==> src/rtl/fetch_pkg.sv <==
// Types and defaults for the instruction-fetch request controller.
package fetch_pkg;
  localparam int unsigned FETCH_MAX_OUTSTANDING = 4;

  typedef enum logic [1:0] {
    S_BOOT   = 2'd0,
    S_RUN    = 2'd1,
    S_EXCEPT = 2'd2
  } fetch_ctrl_state_t;
endpackage

==> src/rtl/len5_pkg.sv <==
// Core-wide datapath widths shared by the front-end blocks.
package len5_pkg;
  localparam int unsigned XLEN = 32;
  localparam int unsigned ILEN = 32;
endpackage

==> src/rtl/fetch_pc_fifo.sv <==
// PC FIFO for live fetch requests; clear beats push, push+pop legal when full.
module fetch_pc_fifo
  import len5_pkg::*;
#(
  parameter int unsigned DEPTH = 4
) (
  input  logic            clk_i,
  input  logic            rst_ni,
  input  logic            clear_i,
  input  logic            push_i,
  input  logic [XLEN-1:0] pc_i,
  input  logic            pop_i,
  output logic [XLEN-1:0] head_o,
  output logic            full_o,
  output logic            empty_o
);

  localparam int unsigned AW = (DEPTH > 1) ? $clog2(DEPTH) : 1;
  localparam int unsigned CW = $clog2(DEPTH + 1);

  logic [XLEN-1:0] mem_q [DEPTH];
  logic [AW-1:0]   rd_ptr_q, wr_ptr_q;
  logic [CW-1:0]   cnt_q;
  logic            do_push;

  assign do_push = push_i & ~clear_i;

  // Pointers wrap naturally because DEPTH is a power of two
  always_ff @(posedge clk_i or negedge rst_ni) begin
    if (!rst_ni) begin
      rd_ptr_q <= '0;
      wr_ptr_q <= '0;
      cnt_q    <= '0;
    end else if (clear_i) begin
      rd_ptr_q <= '0;
      wr_ptr_q <= '0;
      cnt_q    <= '0;
    end else begin
      if (push_i) wr_ptr_q <= wr_ptr_q + AW'(1);
      if (pop_i)  rd_ptr_q <= rd_ptr_q + AW'(1);
      cnt_q <= cnt_q + CW'(push_i) - CW'(pop_i);
    end
  end

  always_ff @(posedge clk_i) begin
    if (do_push) mem_q[wr_ptr_q] <= pc_i;
  end

  assign head_o  = mem_q[rd_ptr_q];
  assign full_o  = (cnt_q == CW'(DEPTH));
  assign empty_o = (cnt_q == '0);

endmodule

==> src/rtl/fetch_req_ctrl.sv <==
// Instruction-fetch request sequencer: issues PCs to memory, tracks in-flight
// requests, drops stale responses after redirects and pairs responses with PCs.
module fetch_req_ctrl
  import len5_pkg::*;
  import fetch_pkg::*;
#(
  parameter  int unsigned MAX_OUTSTANDING = FETCH_MAX_OUTSTANDING,
  localparam int unsigned CNT_W           = $clog2(MAX_OUTSTANDING + 1)
) (
  input  logic             clk_i,
  input  logic             rst_ni,
  input  logic             pc_valid_i,
  input  logic [XLEN-1:0]  pc_i,
  output logic             pc_advance_o,
  input  logic             flush_i,
  output logic             mem_req_valid_o,
  input  logic             mem_req_ready_i,
  output logic [XLEN-1:0]  mem_req_addr_o,
  input  logic             mem_rsp_valid_i,
  output logic             mem_rsp_ready_o,
  input  logic [ILEN-1:0]  mem_rsp_instr_i,
  input  logic             mem_rsp_except_i,
  output logic             instr_valid_o,
  input  logic             instr_ready_i,
  output logic [ILEN-1:0]  instr_o,
  output logic [XLEN-1:0]  instr_pc_o,
  output logic             instr_except_o,
  output logic [CNT_W-1:0] inflight_o
);

  localparam int unsigned SUM_W = CNT_W + 1;

  fetch_ctrl_state_t state_q, state_d;
  logic [CNT_W-1:0]  live_q, live_d, drop_q, drop_d;
  logic [SUM_W-1:0]  total;
  logic              flush_act, deliver, rsp_ready_int, slot_free;
  logic              rsp_hs, instr_hs, exc_hs, req_hs;
  logic              fifo_clear, fifo_push, fifo_full, fifo_empty;

  assign total     = SUM_W'(live_q) + SUM_W'(drop_q);
  assign flush_act = flush_i & (state_q != S_BOOT);

  // Responses reach the fetch buffer only when nothing stale is ahead of them
  assign deliver       = ~flush_act & (drop_q == '0) & ~fifo_empty;
  assign rsp_ready_int = deliver ? instr_ready_i : 1'b1;
  assign rsp_hs        = mem_rsp_valid_i & rsp_ready_int;
  assign instr_hs      = deliver & mem_rsp_valid_i & instr_ready_i;
  assign exc_hs        = instr_hs & mem_rsp_except_i;
  assign req_hs        = pc_advance_o;

  // A response retiring this cycle frees its slot for a same-cycle request
  assign slot_free = (total < SUM_W'(MAX_OUTSTANDING)) | (rsp_hs & (total != '0));

  always_ff @(posedge clk_i or negedge rst_ni) begin
    if (!rst_ni) state_q <= S_BOOT;
    else         state_q <= state_d;
  end

  always_comb begin
    state_d = state_q;
    case (state_q)
      S_BOOT:  state_d = S_RUN;
      default: begin
        if (flush_act)   state_d = S_RUN;
        else if (exc_hs) state_d = S_EXCEPT;
      end
    endcase
  end

  always_comb begin
    mem_req_valid_o = 1'b0;
    pc_advance_o    = 1'b0;
    mem_rsp_ready_o = rsp_ready_int;
    instr_valid_o   = deliver & mem_rsp_valid_i;
    if ((state_q == S_RUN) && pc_valid_i && !flush_i && slot_free) mem_req_valid_o = 1'b1;
    pc_advance_o = mem_req_valid_o & mem_req_ready_i;
  end

  // Redirects and fetch faults turn every live request into a pending drop
  always_comb begin
    live_d = live_q;
    drop_d = drop_q;
    if (flush_act) begin
      live_d = '0;
      drop_d = drop_q + live_q - CNT_W'(rsp_hs & (total != '0));
    end else if (exc_hs) begin
      live_d = '0;
      drop_d = drop_q + live_q - CNT_W'(1) + CNT_W'(req_hs);
    end else begin
      live_d = live_q + CNT_W'(req_hs) - CNT_W'(instr_hs);
      if (rsp_hs && (drop_q != '0)) drop_d = drop_q - CNT_W'(1);
    end
  end

  always_ff @(posedge clk_i or negedge rst_ni) begin
    if (!rst_ni) begin
      live_q <= '0;
      drop_q <= '0;
    end else begin
      live_q <= live_d;
      drop_q <= drop_d;
    end
  end

  assign fifo_clear = flush_act | exc_hs;
  assign fifo_push  = req_hs & (~fifo_full | instr_hs);

  fetch_pc_fifo #(
    .DEPTH (MAX_OUTSTANDING)
  ) u_pc_fifo (
    .clk_i   (clk_i),
    .rst_ni  (rst_ni),
    .clear_i (fifo_clear),
    .push_i  (fifo_push),
    .pc_i    (pc_i),
    .pop_i   (instr_hs),
    .head_o  (instr_pc_o),
    .full_o  (fifo_full),
    .empty_o (fifo_empty)
  );

  assign mem_req_addr_o = pc_i;
  assign instr_o        = mem_rsp_instr_i;
  assign instr_except_o = mem_rsp_except_i;
  assign inflight_o     = CNT_W'(total);

  a_orphan_rsp: assert property (@(posedge clk_i) disable iff (!rst_ni)
    mem_rsp_valid_i |-> (total != '0));
  a_bound: assert property (@(posedge clk_i) disable iff (!rst_ni)
    total <= SUM_W'(MAX_OUTSTANDING));
  a_live_fifo: assert property (@(posedge clk_i) disable iff (!rst_ni)
    (live_q == '0) == fifo_empty);
  a_no_overflow: assert property (@(posedge clk_i) disable iff (!rst_ni)
    (req_hs & fifo_full & ~fifo_clear) |-> instr_hs);

endmodule

==> config.mk <==
export PLATFORM = sky130hd
export DESIGN_NAME = fetch_req_ctrl
export DESIGN_NICKNAME = d
export VERILOG_FILES = /design/src/rtl/fetch_pkg.sv /design/src/rtl/len5_pkg.sv /design/src/rtl/fetch_pc_fifo.sv /design/src/rtl/fetch_req_ctrl.sv
export SDC_FILE = /design/constraint.sdc
export NUM_CORES = 1
export LEC_CHECK = 0
export CORE_MARGIN = 1
export CORE_UTILIZATION = 35
export CTS_CLUSTER_SIZE = 16
export DETAILED_ROUTE_END_ITERATION = 16
export PLACE_DENSITY = 0.61
export SLEW_MARGIN = 30
export SYNTH_ARGS = -nofsm -noshare
export SYNTH_HDL_FRONTEND = slang
export SYNTH_HIERARCHICAL = 1
export SYNTH_SLANG_ARGS = --single-unit
==> constraint.sdc <==
create_clock -name clk_i -period 5.2 [get_ports clk_i]
set_input_delay 0.52 -clock clk_i [delete_from_list [all_inputs] [get_ports clk_i]]
set_output_delay 0.52 -clock clk_i [all_outputs]
set_load 0.02 [all_outputs]
# After elaboration in Yosys (flattened, before gate mapping)

Memories as Yosys holds them, arrays and structs flattened.
Index checks and enable logic that the tools add are counted.

Register bits after elaboration: 15
Memory bits (writable): 128
Word-level logic and storage cells: 73
Memories: 1

Add/sub/neg operators: 12
Order comparisons: 1
Equality and inequality tests: 2
Multiplexer cells: 17
Bitwise gates (word level): 19
Reduce and logical (&&, ||, !) cells: 15

Memory list:

| memory          | depth | bits a word | rd ports | clocked after Yosys merged registers in | wr ports | RTL line            | text |
|---|---|---|---|---|---|---|---|
| u_pc_fifo.mem_q | 4     | 32          | 1        | 0                                       | 1        | fetch_pc_fifo.sv:21 | `logic [XLEN-1:0] mem_q [DEPTH];` |

Operators by type and width:

| operator                                                    | number |
|---|---|
| 2-to-1 mux 3 bit                                            | 6 |
| 2-to-1 mux 2 bit                                            | 7 |
| bitwise AND 1 bit                                           | 12 |
| adder 3 x 1 -> 3 bit                                        | 3 |
| nonzero test 3 bit                                          | 3 |
| subtractor 3 x 1 -> 3 bit                                   | 3 |
| logical NOT 3 bit                                           | 2 |
| nonzero test 2 bit                                          | 3 |
| subtractor 3 x 1 -> 3 bit (second input constant)           | 2 |
| adder 2 x 1 -> 2 bit (second input constant)                | 2 |
| adder 3 x 3 -> 4 bit                                        | 1 |
| logical AND 1 bit                                           | 4 |
| less-than comparator 4 x 3 -> 1 bit (second input constant) | 1 |
| 2-to-1 mux 1 bit                                            | 4 |
| inverter 1 bit                                              | 4 |
| nonzero test 4 bit                                          | 1 |
| adder 3 bit                                                 | 1 |
| == test 3 bit (second input constant)                       | 1 |
| bitwise OR 1 bit                                            | 3 |
| == test 2 x 1 -> 1 bit (second input constant)              | 1 |
| logical NOT 2 bit                                           | 1 |
| logical NOT 1 bit                                           | 1 |

# Depth between registers and ports, before layout

Depth in word-level cells: 16
Mapped depth: 14
Depth with buffers taken out: 14

# Modules after synthesis

The synthesis kept the hierarchy.

By module, submodules not included:

| module         | times used | cells each | area an instance (um^2) |
|---|---|---|---|
| fetch_pc_fifo  | 1          | 207        | 5,104.9 |
| fetch_req_ctrl | 1          | 155        | 1,307.5 |

# Worst setup path before layout

Ideal clock, no wire load.

Path kind: reg-to-reg
Start point: reg drop_q[0]
End point: mem u_pc_fifo.mem_q[0][0] (enable)
Library setup time: 0.392 ns
Arrival time: 2.943 ns
Required time: 4.808 ns
Slack: 1.865 ns
Cell stages (with the launch flop): 10
Path buffers: 0
Cell sequence: dfrtp_1 ha_1 inv_1 fa_1 nor3b_1 a21oi_1 o21a_1 a211oi_1 nor2b_1 and2_1

Word-level cells in the longest chain between the ends: 14
Elaborated cells between the ends (all ways): 23

RTL lines:

| item                                                          | RTL line              | text |
|---|---|---|
| start, declared                                               | fetch_req_ctrl.sv:34  | `logic [CNT_W-1:0] live_q, live_d, drop_q, drop_d;` |
| start signal, assigned                                        | fetch_req_ctrl.sv:101 | `drop_q <= drop_d;` |
| branches (longest 10 deep; another with adder 3 x 3 -> 4 bit) | --                    |  |
| bitwise AND 1 bit *                                           | fetch_req_ctrl.sv:106 | `assign fifo_push = req_hs & (~fifo_full \| instr_hs);` |
| named net fifo_push                                           | fetch_req_ctrl.sv:38  | `logic fifo_clear, fifo_push, fifo_full, fifo_empty;` |
| bitwise AND 1 bit *                                           | fetch_pc_fifo.sv:26   | `assign do_push = push_i & ~clear_i;` |
| 2-to-1 mux 1 bit *                                            | fetch_pc_fifo.sv:46   | `if (do_push) mem_q[wr_ptr_q] <= pc_i;` |
| 2-to-1 mux 1 bit (not written as such) *                      | fetch_pc_fifo.sv:46   |  |
| end, declared                                                 | fetch_pc_fifo.sv:21   |  |

Mark *: on every way through the listed nets, which the timed path passes.

# Worst setup path after layout

Start point: reg drop_q[0]
End point: mem u_pc_fifo.mem_q[0][4] (enable)

Same word-level chain as after synthesis.

==> results.md <==
- DR WL/cell: 17.1 um
- Final Wtd Congestion: 0.857
- Placed cell areas: 7230 um2
- Seq cells post-synth: 143
- Top cell type's share of synthesized area: 59.9%
- Worst vdd ir: 0.213 mV
- Synth warn: 6
- Most frequent cells in the layout: 128 x edfxtp_1, 111 x clkdlybuf4s50_1, 27 x mux4_2, 18 x inv_1
- Vias per inst: 4.83
- Post-CTS Setup Bufs: 0
- Worst path slowest cell: and2_2
- Critical Setup Path Class: flip-flop to flip-flop
- Area contributors post-synth: edfxtp_1 60%, mux4_2 9.5%, buf_4 7.6%
- Final Skew: 0.00991 ns
- Clk pin slew, worst setup/hold paths: 0.06 ns
- Fill cells: 1553
- Fmax: 0.279 GHz
- CTS resizes: 0
- Unrepaired setup endpoints after global routing: false
- Asr flop ratio synth: 10.5%
- Largest net degree at the start of global routing: 35
- Fin util: 43.4%
- Final hold violations: 0
- Ports: 176
- Area Overhead vs Synth: 21.7%
- First-pass DRT Iterations: 4
- Fin cells: 661
- Hold WS: 0.530 ns
- Critical Path Fanout Max: 32
- Top delay family on crit path: simple AND/OR/NAND/NOR gates
- N_diodes: 0
- CP Data Required Time: 5.23 ns
- CP endpoint kind: flip-flop
- Outcome: finished clean
- Clock Sinks: 143
- Die Y: 137 um
- Bufs on Longest Clock Path: 2
- Cell leakage power: 2.62 nW
- Buf/Inv on CP: 1
- Final TNS setup: 0 ns
- Port Buf Inserts: 111
- # setup viols final: 0
- Slew @ Worst Pin: 0.906 ns
- Sequential cell area fraction in the yosys report: 65.8%
- Arrival @ worst endpoint: 3.62 ns
- # hold bufs at CTS: 0
- Die ar.: 18900 um2
- Cells after Synth: 362
- FF-to-FF setup slack: 1.61 ns
- Avg Synthesized Cell Area: 17.7 um2
- Pins Over Slew Limit: 0
- Share of cells above drive strength 1: 16.0%
- Design area: 7800 um2
- Clock Latency Late Sink: 0.41 ns
- Area leader, netlist: edfxtp_1
- Grt total ovfl: 0
- Starting Density: 35.7%
- Via count: 3191
- Slowest stage delay, CP: 0.78 ns
- DRC viols: 0
- Final nets: 511
- Power Dens Cells: 367 nW/um2
- Maxcap violations: 0
- CP Launch Type: flip-flop
- Initial antenna violation count: 0
- Final ANT Viol Nets: 0
- Vias in the first global route: 3271
- Commonest non-fill, non-tap cell in the layout: edfxtp_1
- Levels on crit path: 9
- Hold WC Path Type: input pin to async pin
- Detailed Route Iter0 Violations: 145
- CTS buffer count: 17
- Top_reg_cell synth: edfxtp_1
- First-pass GRT wire length: 17300 um
- Distinct cells, synth: 44
- Final wirelength: 11300 um
- Syn Nets: 454
- CTS H-tree depth: 4
- All-Layer GR Usage: 12.8%
- Worst rel slew slack: 39.6%
- Dpl hpwl: 7340 um
- Synth Cell Area: 6410 um2
- R2r worst-path depth: 9
- Final Critical Period: 3.59 ns
- Post-synth EDFFs: 128
- Final period utilization: 69.0%
- # rows: 49
- Root Driver: clkbuf_16
- CTS tree: done
- Placed insts: 629
- Critical-path cell list: ha_1 -> inv_1 -> fa_1 -> nor3b_1 -> a21oi_1 -> o21a_1 -> a211oi_1 -> nor2b_1 -> and2_2
- Die width: 137 um
- Core area: 18000 um2
## worst reg2reg max path, stage by stage (launching register included)
cell and delay, ns:
dfrtp_1 0.39, ha_1 0.18, inv_1 0.06, fa_1 0.41
nor3b_1 0.20, a21oi_1 0.13, o21a_1 0.20, a211oi_1 0.55
nor2b_1 0.28, and2_2 0.78
## area by class of cell
type	instances	area, um2	area share [%]
repair buffers	112	1120	14.3
clock inverters	14	140	1.80
flip-flops and latches	143	4220	54.1
multi-input cells	127	1540	19.7
well taps	229	287	3.67
clock buffers	18	429	5.50
inverters	18	67.6	0.866
## synthesized netlist by cell type (2+ instances only)
cell type,count
nor3_1,3
a21oi_1,4
xor2_1,2
buf_4,65
mux4_1,5
edfxtp_1,128
o22ai_1,2
nand2_1,8
mux2i_1,2
inv_1,18
dfrtp_1,15
o21a_1,2
buf_12,3
nor3b_1,2
buf_6,2
ha_1,17
buf_2,4
nor2_1,8
nor2b_1,5
and3_1,2
nand3b_1,2
mux4_2,27
and2_1,7
xnor2_1,5
nand2b_1,2
a211oi_1,2
fa_1,3
## layer usage
metal	routed length, um	GRT usage [%]	share of wire, %	vias to the layer above
met2	5360	20.3	47	127
met1	4920	15.9	44	1589
li1	-	-	-	1440
met4	176	4.70	1.6	0
met3	838	5.08	7.4	35
met5	0	0	0	-
## report_power, final
part | internal, mW | switching (mW) | total (mW)
Sequential | 1.28 | 0.0192 | 1.30
Clock | 0.703 | 0.442 | 1.15
Combinational | 0.197 | 0.224 | 0.421
Total | 2.18 | 0.685 | 2.86
## cells by family after synthesis
family / synth area share, %
simple gates: 4.02
xor+xnor: 1.31
compound gates: 2.28
flops: 65.8
buf+inv: 10.3
mux: 12.1
fa+ha+maj: 4.25
## metrics by stage
step                total power [mW]  worst slack (ns)
floorplan                       1.61              1.87
global placement                1.74              1.47
detailed placement              1.75              1.41
CTS                             2.90              1.53
global route                    2.99              1.27
finish                          2.86              1.61
## sequential cells by signal (all words and copies together) (netlist names)
| signal | flops |
|---|---|
| drop_q | 3 |
| live_q | 3 |
| u_pc_fifo/cnt_q | 3 |
| u_pc_fifo/wr_ptr_q | 2 |
| u_pc_fifo/rd_ptr_q | 2 |
| state_q | 2 |
| u_pc_fifo/mem_q | 128 |
## path summary, 6_finish.rpt
check,from,endpoint
min reg2reg,u_pc_fifo/wr_ptr_q[1]$_DFFE_PN0P_,u_pc_fifo/wr_ptr_q[1]$_DFFE_PN0P_
min,rst_ni,state_q[0]$_DFFE_PN0P_
max reg2reg,drop_q[0]$_DFFE_PN0P_,u_pc_fifo/mem_q[0][4]$_DFFE_PP_
max in group asynchronous,rst_ni,u_pc_fifo/rd_ptr_q[0]$_DFFE_PN0P_
min in group clk_i,u_pc_fifo/wr_ptr_q[1]$_DFFE_PN0P_,u_pc_fifo/wr_ptr_q[1]$_DFFE_PN0P_
max,drop_q[0]$_DFFE_PN0P_,u_pc_fifo/mem_q[0][4]$_DFFE_PP_
Power figures use the tool's default switching activity.
